### src/rtl/z80_bus_pkg.sv
// Shared types for the tv80s memory-port arbiter: bus ownership states and
// default address/data widths.
package z80_bus_pkg;

  localparam int DEF_ADDR_W = 16;
  localparam int DEF_DATA_W = 8;

  typedef enum logic [1:0] {
    ST_CPU,
    ST_REQ,
    ST_DMA,
    ST_RELEASE
  } bus_state_t;

endpackage

### src/rtl/z80_bus_mux.sv
// Memory-port mux: steers either the CPU or the DMA address/data/strobe set
// onto the single-port memory.
module z80_bus_mux #(
  parameter int ADDR_W = 16,
  parameter int DATA_W = 8
) (
  input  logic              sel_dma,
  input  logic [ADDR_W-1:0] cpu_addr,
  input  logic [DATA_W-1:0] cpu_wdata,
  input  logic              cpu_we,
  input  logic [ADDR_W-1:0] dma_addr,
  input  logic [DATA_W-1:0] dma_wdata,
  input  logic              dma_we,
  output logic [ADDR_W-1:0] mem_addr,
  output logic [DATA_W-1:0] mem_wdata,
  output logic              mem_we
);

  assign mem_addr  = sel_dma ? dma_addr  : cpu_addr;
  assign mem_wdata = sel_dma ? dma_wdata : cpu_wdata;
  assign mem_we    = sel_dma ? dma_we    : cpu_we;

endmodule

### src/rtl/z80_dma_arbiter.sv
// Shares the 64K memory between the tv80s CPU and one DMA requester using the
// busrq_n/busak_n handshake, with bounded bursts and a post-release holdoff.
module z80_dma_arbiter
  import z80_bus_pkg::*;
#(
  parameter int ADDR_W    = DEF_ADDR_W,
  parameter int DATA_W    = DEF_DATA_W,
  parameter int MAX_BURST = 16,
  parameter int HOLDOFF   = 4
) (
  input  logic              clk,
  input  logic              reset,
  input  logic [ADDR_W-1:0] cpu_a,
  input  logic [DATA_W-1:0] cpu_do,
  input  logic              cpu_mreq_n,
  input  logic              cpu_wr_n,
  input  logic              cpu_busak_n,
  output logic              cpu_busrq_n,
  output logic [DATA_W-1:0] cpu_di,
  input  logic              dma_req,
  input  logic              dma_valid,
  input  logic              dma_we,
  input  logic [ADDR_W-1:0] dma_addr,
  input  logic [DATA_W-1:0] dma_wdata,
  output logic              dma_ready,
  output logic              dma_rvalid,
  output logic [DATA_W-1:0] dma_rdata,
  output logic              dma_grant,
  output logic [ADDR_W-1:0] mem_addr,
  output logic [DATA_W-1:0] mem_wdata,
  output logic              mem_we,
  input  logic [DATA_W-1:0] mem_rdata
);

  localparam int BW = $clog2(MAX_BURST + 1);
  localparam int HW = (HOLDOFF > 0) ? $clog2(HOLDOFF + 1) : 1;

  bus_state_t  state;
  logic [BW-1:0] beat_cnt;
  logic [HW-1:0] hold_cnt;

  logic accept;
  logic sel_dma;
  logic cpu_we;
  logic dma_we_eff;

  // A beat presented while reset is high is never accepted, so nothing
  // reaches memory and no read completion is scheduled.
  assign accept     = (state == ST_DMA) && dma_ready && dma_valid && !reset;
  assign sel_dma    = (state == ST_DMA) || (state == ST_RELEASE);
  assign cpu_we     = !cpu_mreq_n && !cpu_wr_n;
  assign dma_we_eff = accept && dma_we;

  assign cpu_di    = mem_rdata;
  assign dma_rdata = mem_rdata;

  z80_bus_mux #(
    .ADDR_W (ADDR_W),
    .DATA_W (DATA_W)
  ) u_mux (
    .sel_dma   (sel_dma),
    .cpu_addr  (cpu_a),
    .cpu_wdata (cpu_do),
    .cpu_we    (cpu_we),
    .dma_addr  (dma_addr),
    .dma_wdata (dma_wdata),
    .dma_we    (dma_we_eff),
    .mem_addr  (mem_addr),
    .mem_wdata (mem_wdata),
    .mem_we    (mem_we)
  );

  always_ff @(posedge clk) begin
    if (reset) begin
      state       <= ST_CPU;
      cpu_busrq_n <= 1'b1;
      dma_ready   <= 1'b0;
      dma_rvalid  <= 1'b0;
      dma_grant   <= 1'b0;
      beat_cnt    <= '0;
      hold_cnt    <= '0;
    end else begin
      dma_rvalid <= accept && !dma_we;
      case (state)
        ST_CPU: begin
          if (hold_cnt != '0) hold_cnt <= hold_cnt - 1'b1;
          if (dma_req && hold_cnt == '0) begin
            state       <= ST_REQ;
            cpu_busrq_n <= 1'b0;
          end
        end
        ST_REQ: begin
          if (!cpu_busak_n) begin
            state     <= ST_DMA;
            dma_ready <= 1'b1;
            dma_grant <= 1'b1;
            beat_cnt  <= '0;
          end else if (!dma_req) begin
            state       <= ST_RELEASE;
            cpu_busrq_n <= 1'b1;
          end
        end
        ST_DMA: begin
          if (accept) beat_cnt <= beat_cnt + 1'b1;
          // The beat that reaches MAX_BURST still completes this cycle.
          if (!dma_req || (accept && beat_cnt == BW'(MAX_BURST - 1))) begin
            state       <= ST_RELEASE;
            dma_ready   <= 1'b0;
            dma_grant   <= 1'b0;
            cpu_busrq_n <= 1'b1;
          end
        end
        ST_RELEASE: begin
          if (cpu_busak_n) begin
            state    <= ST_CPU;
            hold_cnt <= HW'(HOLDOFF);
          end
        end
        default: state <= ST_CPU;
      endcase
    end
  end

endmodule

### config.mk
export PLATFORM = sky130hd
export DESIGN_NAME = z80_dma_arbiter
export DESIGN_NICKNAME = d
export VERILOG_FILES = /design/src/rtl/z80_bus_pkg.sv /design/src/rtl/z80_bus_mux.sv /design/src/rtl/z80_dma_arbiter.sv
export SDC_FILE = /design/constraint.sdc
export NUM_CORES = 1
export LEC_CHECK = 0
export CORE_MARGIN = 10
export CORE_UTILIZATION = 37
export CTS_BUF_LIST = sky130_fd_sc_hd__clkbuf_8
export CTS_CLUSTER_DIAMETER = 80
export CTS_CLUSTER_SIZE = 40
export DETAILED_ROUTE_END_ITERATION = 6
export HOLD_SLACK_MARGIN = 0.03
export PLACE_DENSITY = 0.95
export RECOVER_POWER = 50
export SLEW_MARGIN = 10
export SYNTH_ARGS = -nofsm -noshare
export SYNTH_HDL_FRONTEND = slang
export SYNTH_HIERARCHICAL = 1
export SYNTH_SLANG_ARGS = --single-unit
### constraint.sdc
create_clock -name clk -period 3.37 [get_ports clk]
set_clock_uncertainty 0.1 [all_clocks]
set_input_delay 0.5055 -clock clk [delete_from_list [all_inputs] [get_ports clk]]
set_output_delay 0.5055 -clock clk [all_outputs]
set_load 0.01 [all_outputs]
==> flow_summary.json <==
{
  "cts_buffer_depth": 2,
  "clkSinkCount": 13,
  "period_needed_ps": 3020,
  "grt_use_total_pct": 12.5,
  "path_buf_inv": 2,
  "grt_pass1_vias": 1233,
  "dp_hpwl_um": 3660,
  "num_rows": 21,
  "cts_tree": "done",
  "timing.fmax_mhz": 331,
  "routedWlPerCell_um": 17.4,
  "rr_worst_depth": 6,
  "core_area_um2": 3440,
  "die_y_um": 80.6,
  "gp_congestion": 0.848,
  "grt_setup_unrepaired": "no",
  "worstPathCellList": "inv_1 -> ha_1 -> or2_4 -> mux2_2 -> clkdlybuf4s50_1",
  "grt_max_degree": 26,
  "critPathMaxStageDelay_ps": 480,
  "grt_pass1_wl_um": 6470,
  "slew_headroom_pct": 59.3,
  "vdd_drop_max_mv": 0.399,
  "die_area_um2": 6500,
  "drc": 0,
  "ys.flop_type": "dfxtp_1",
  "hold_class": "reg2reg",
  "synth_seq_area_share_pct": 19.2,
  "worstSetupPathType": "reg2out",
  "setup_tns_ps": 0,
  "cts_max_level": 1,
  "synth-seq-cells": 13,
  "fin_crit_sh_pct": 89.7,
  "cp-end-kind": "output port",
  "crit_path_max_fanout": 25,
  "place_area_um2": 2060,
  "synth_edf_count": 0,
  "die_w_um": 80.6,
  "hold_viol": 0,
  "worstHoldPathCells": 2,
  "cap_violations": 0,
  "hold_buffers": 0,
  "drtAntennaViolNets": 0,
  "synth_area_um2": 1360,
  "drive_gt1_share_pct": 14.1,
  "ios": 109,
  "synthArstFlopShare_pct": 0,
  "crit_path_start_kind": "flop",
  "stdcell_count": 251,
  "worst_slack_ps": 347,
  "cp.arrival_ps": 2420,
  "antenna_cells": 0,
  "worst_pin_slew_ps": 604,
  "antenna_found_initial": 0,
  "num_vias": 1225,
  "crit_family": "buffers and inverters",
  "finalSetupViolations": 0,
  "synthCells": 139,
  "cts_root_buffer": "clkbuf_8",
  "stdcell_area_um2": 2090,
  "grt_overflow": 0,
  "finalNetCount": 279,
  "initial_core_util_pct": 39.5,
  "syn_nets": 212,
  "syn_area_per_cell_um2": 9.78,
  "cp.depth": 5,
  "area_growth_pct": 53.8,
  "cts_buffers": 3,
  "dpl.cell_count": 247,
  "clk_latency_ps": 250,
  "cpMaxStageDelayCell": "or2_4",
  "p_leak_nw": 0.853,
  "clk_pin_slew_ps": 60,
  "drt_iter0_markers": 52,
  "drv_slew": 0,
  "vias_per_cell": 4.88,
  "status": "complete, no violations",
  "synth_warnings": 6,
  "place_ws_ps": 388,
  "worstPathRequired_ps": 2760,
  "synth.distinct_cells": 36,
  "num-fill-cells": 279,
  "drtPass1Iterations": 4,
  "io_buffers": 84,
  "wl_um": 4380,
  "holdWs_ps": 358,
  "cellPowerDensity_nw_per_um2": 581
}
[path summary, 6_finish.rpt]
| kind | startpoint | slack [ps] | end |
|---|---|---|---|
| setup / recovery | state[0]$_SDFFE_PP0P_ | 350 | mem_addr[15] |
| hold / removal | beat_cnt[4]$_SDFFE_PP0P_ | 360 | beat_cnt[4]$_SDFFE_PP0P_ |
| setup reg to reg | state[0]$_SDFFE_PP0P_ | 1180 | beat_cnt[3]$_SDFFE_PP0P_ |
| hold reg to reg | beat_cnt[4]$_SDFFE_PP0P_ | 360 | beat_cnt[4]$_SDFFE_PP0P_ |
[layout by cell type (no fill, tap or decap), types with 2 or more instances in the layout]
master and count:
clkdlybuf4s50_1 78, mux2_4 20, dfxtp_1 13, nor2_1 11, ha_1 9, inv_1 8, nand2_1 6, dlygate4sd3_1 6
a21oi_1 5, mux2_2 5, o21ai_0 4, nand2b_1 4, mux2i_1 4, and4b_1 3, a211oi_1 3, clkbuf_8 3
and2_1 2, nand4b_1 2, nor2b_1 2, a21o_1 2
[layout make-up]
| cell class | count | area, um2 | share of cell area (%) |
|---|---|---|---|
| clock buffer | 3 | 41.3 | 1.98 |
| timing repair buffer | 85 | 845 | 40.4 |
| sequential | 13 | 260 | 12.5 |
| clock inverter | 1 | 3.75 | 0.180 |
| multi-input combinational | 96 | 856 | 41.0 |
| tap | 46 | 57.6 | 2.75 |
| inverter | 7 | 26.3 | 1.26 |
[stage by stage]
stage	utilization, %	power, mW
final	60.7	1.21
after detailed placement	59.9	1.10
after CTS	61.3	1.25
after global placement	59.9	1.08
after global routing	60.7	1.29
after floorplan	-	0.850
[kinds of logic after synthesis]
| family | count (synthesis) | share of synthesized area (%) |
|---|---|---|
| and+or+nand+nor | 38 | 15.6 |
| muxes | 29 | 29.2 |
| DFF | 13 | 19.2 |
| buffers and inverters | 30 | 16.8 |
| adders and majority gates | 9 | 8.29 |
| AOI/OAI and AO/OA | 19 | 10.4 |
| xor gates and xnor gates | 1 | 0.645 |
[sequential cells by signal (all words and copies together), names as in the netlist]
signal	cells
state	2
dma_grant	1
beat_cnt	5
cpu_busrq_n	1
hold_cnt	3
dma_rvalid	1
[worst reg2reg max path: cells and delay by family (launching register included)]
kind | cells | cell delay (ps)
flip-flops | 1 | 330
adder cells (fa/ha/maj) | 1 | 340
AND/OR/NAND/NOR | 2 | 780
AO/OA/AOI/OAI | 2 | 420
buffers and inverters | 1 | 150
[metal layers]
metal	vias up	share of wire (%)	GRT usage [%]
met5	-	0	0
met4	0	1.5	4.40
met3	11	6.7	3.12
met2	49	53	22.9
met1	566	39	13.5
li1	599	-	-
[power by group]
part | leakage (nW) | internal, mW | switching (mW)
Sequential | 0.106 | 0.186 | 0.0252
Clock | 0.0269 | 0.0806 | 0.0579
Combinational | 0.720 | 0.500 | 0.365
Total | 0.853 | 0.767 | 0.448
[what timing repair did]
item	CTS	global route
endpoints found under the setup margin	0	5
buffers inserted	0	0
resized for setup	0	1
[Yosys cell counts (all sizes together), types with 2 or more instances]
| master | number | area share (%) |
|---|---|---|
| ha | 9 | 8.3 |
| mux2 | 25 | 26 |
| inv | 7 | 1.9 |
| a21oi | 5 | 1.8 |
| nand4b | 2 | 1.3 |
| a21o | 2 | 1.1 |
| buf | 22 | 15 |
| mux2i | 4 | 2.9 |
| nand2b | 4 | 1.8 |
| dfxtp | 13 | 19 |
| a211oi | 3 | 1.7 |
| and4b | 3 | 2.2 |
| nand2 | 6 | 1.7 |
| and2 | 2 | 0.92 |
| nor2 | 11 | 3.0 |
| o21ai | 4 | 2.3 |
| nor2b | 2 | 0.92 |
Note: power is estimated with default switching activity, not from simulation.
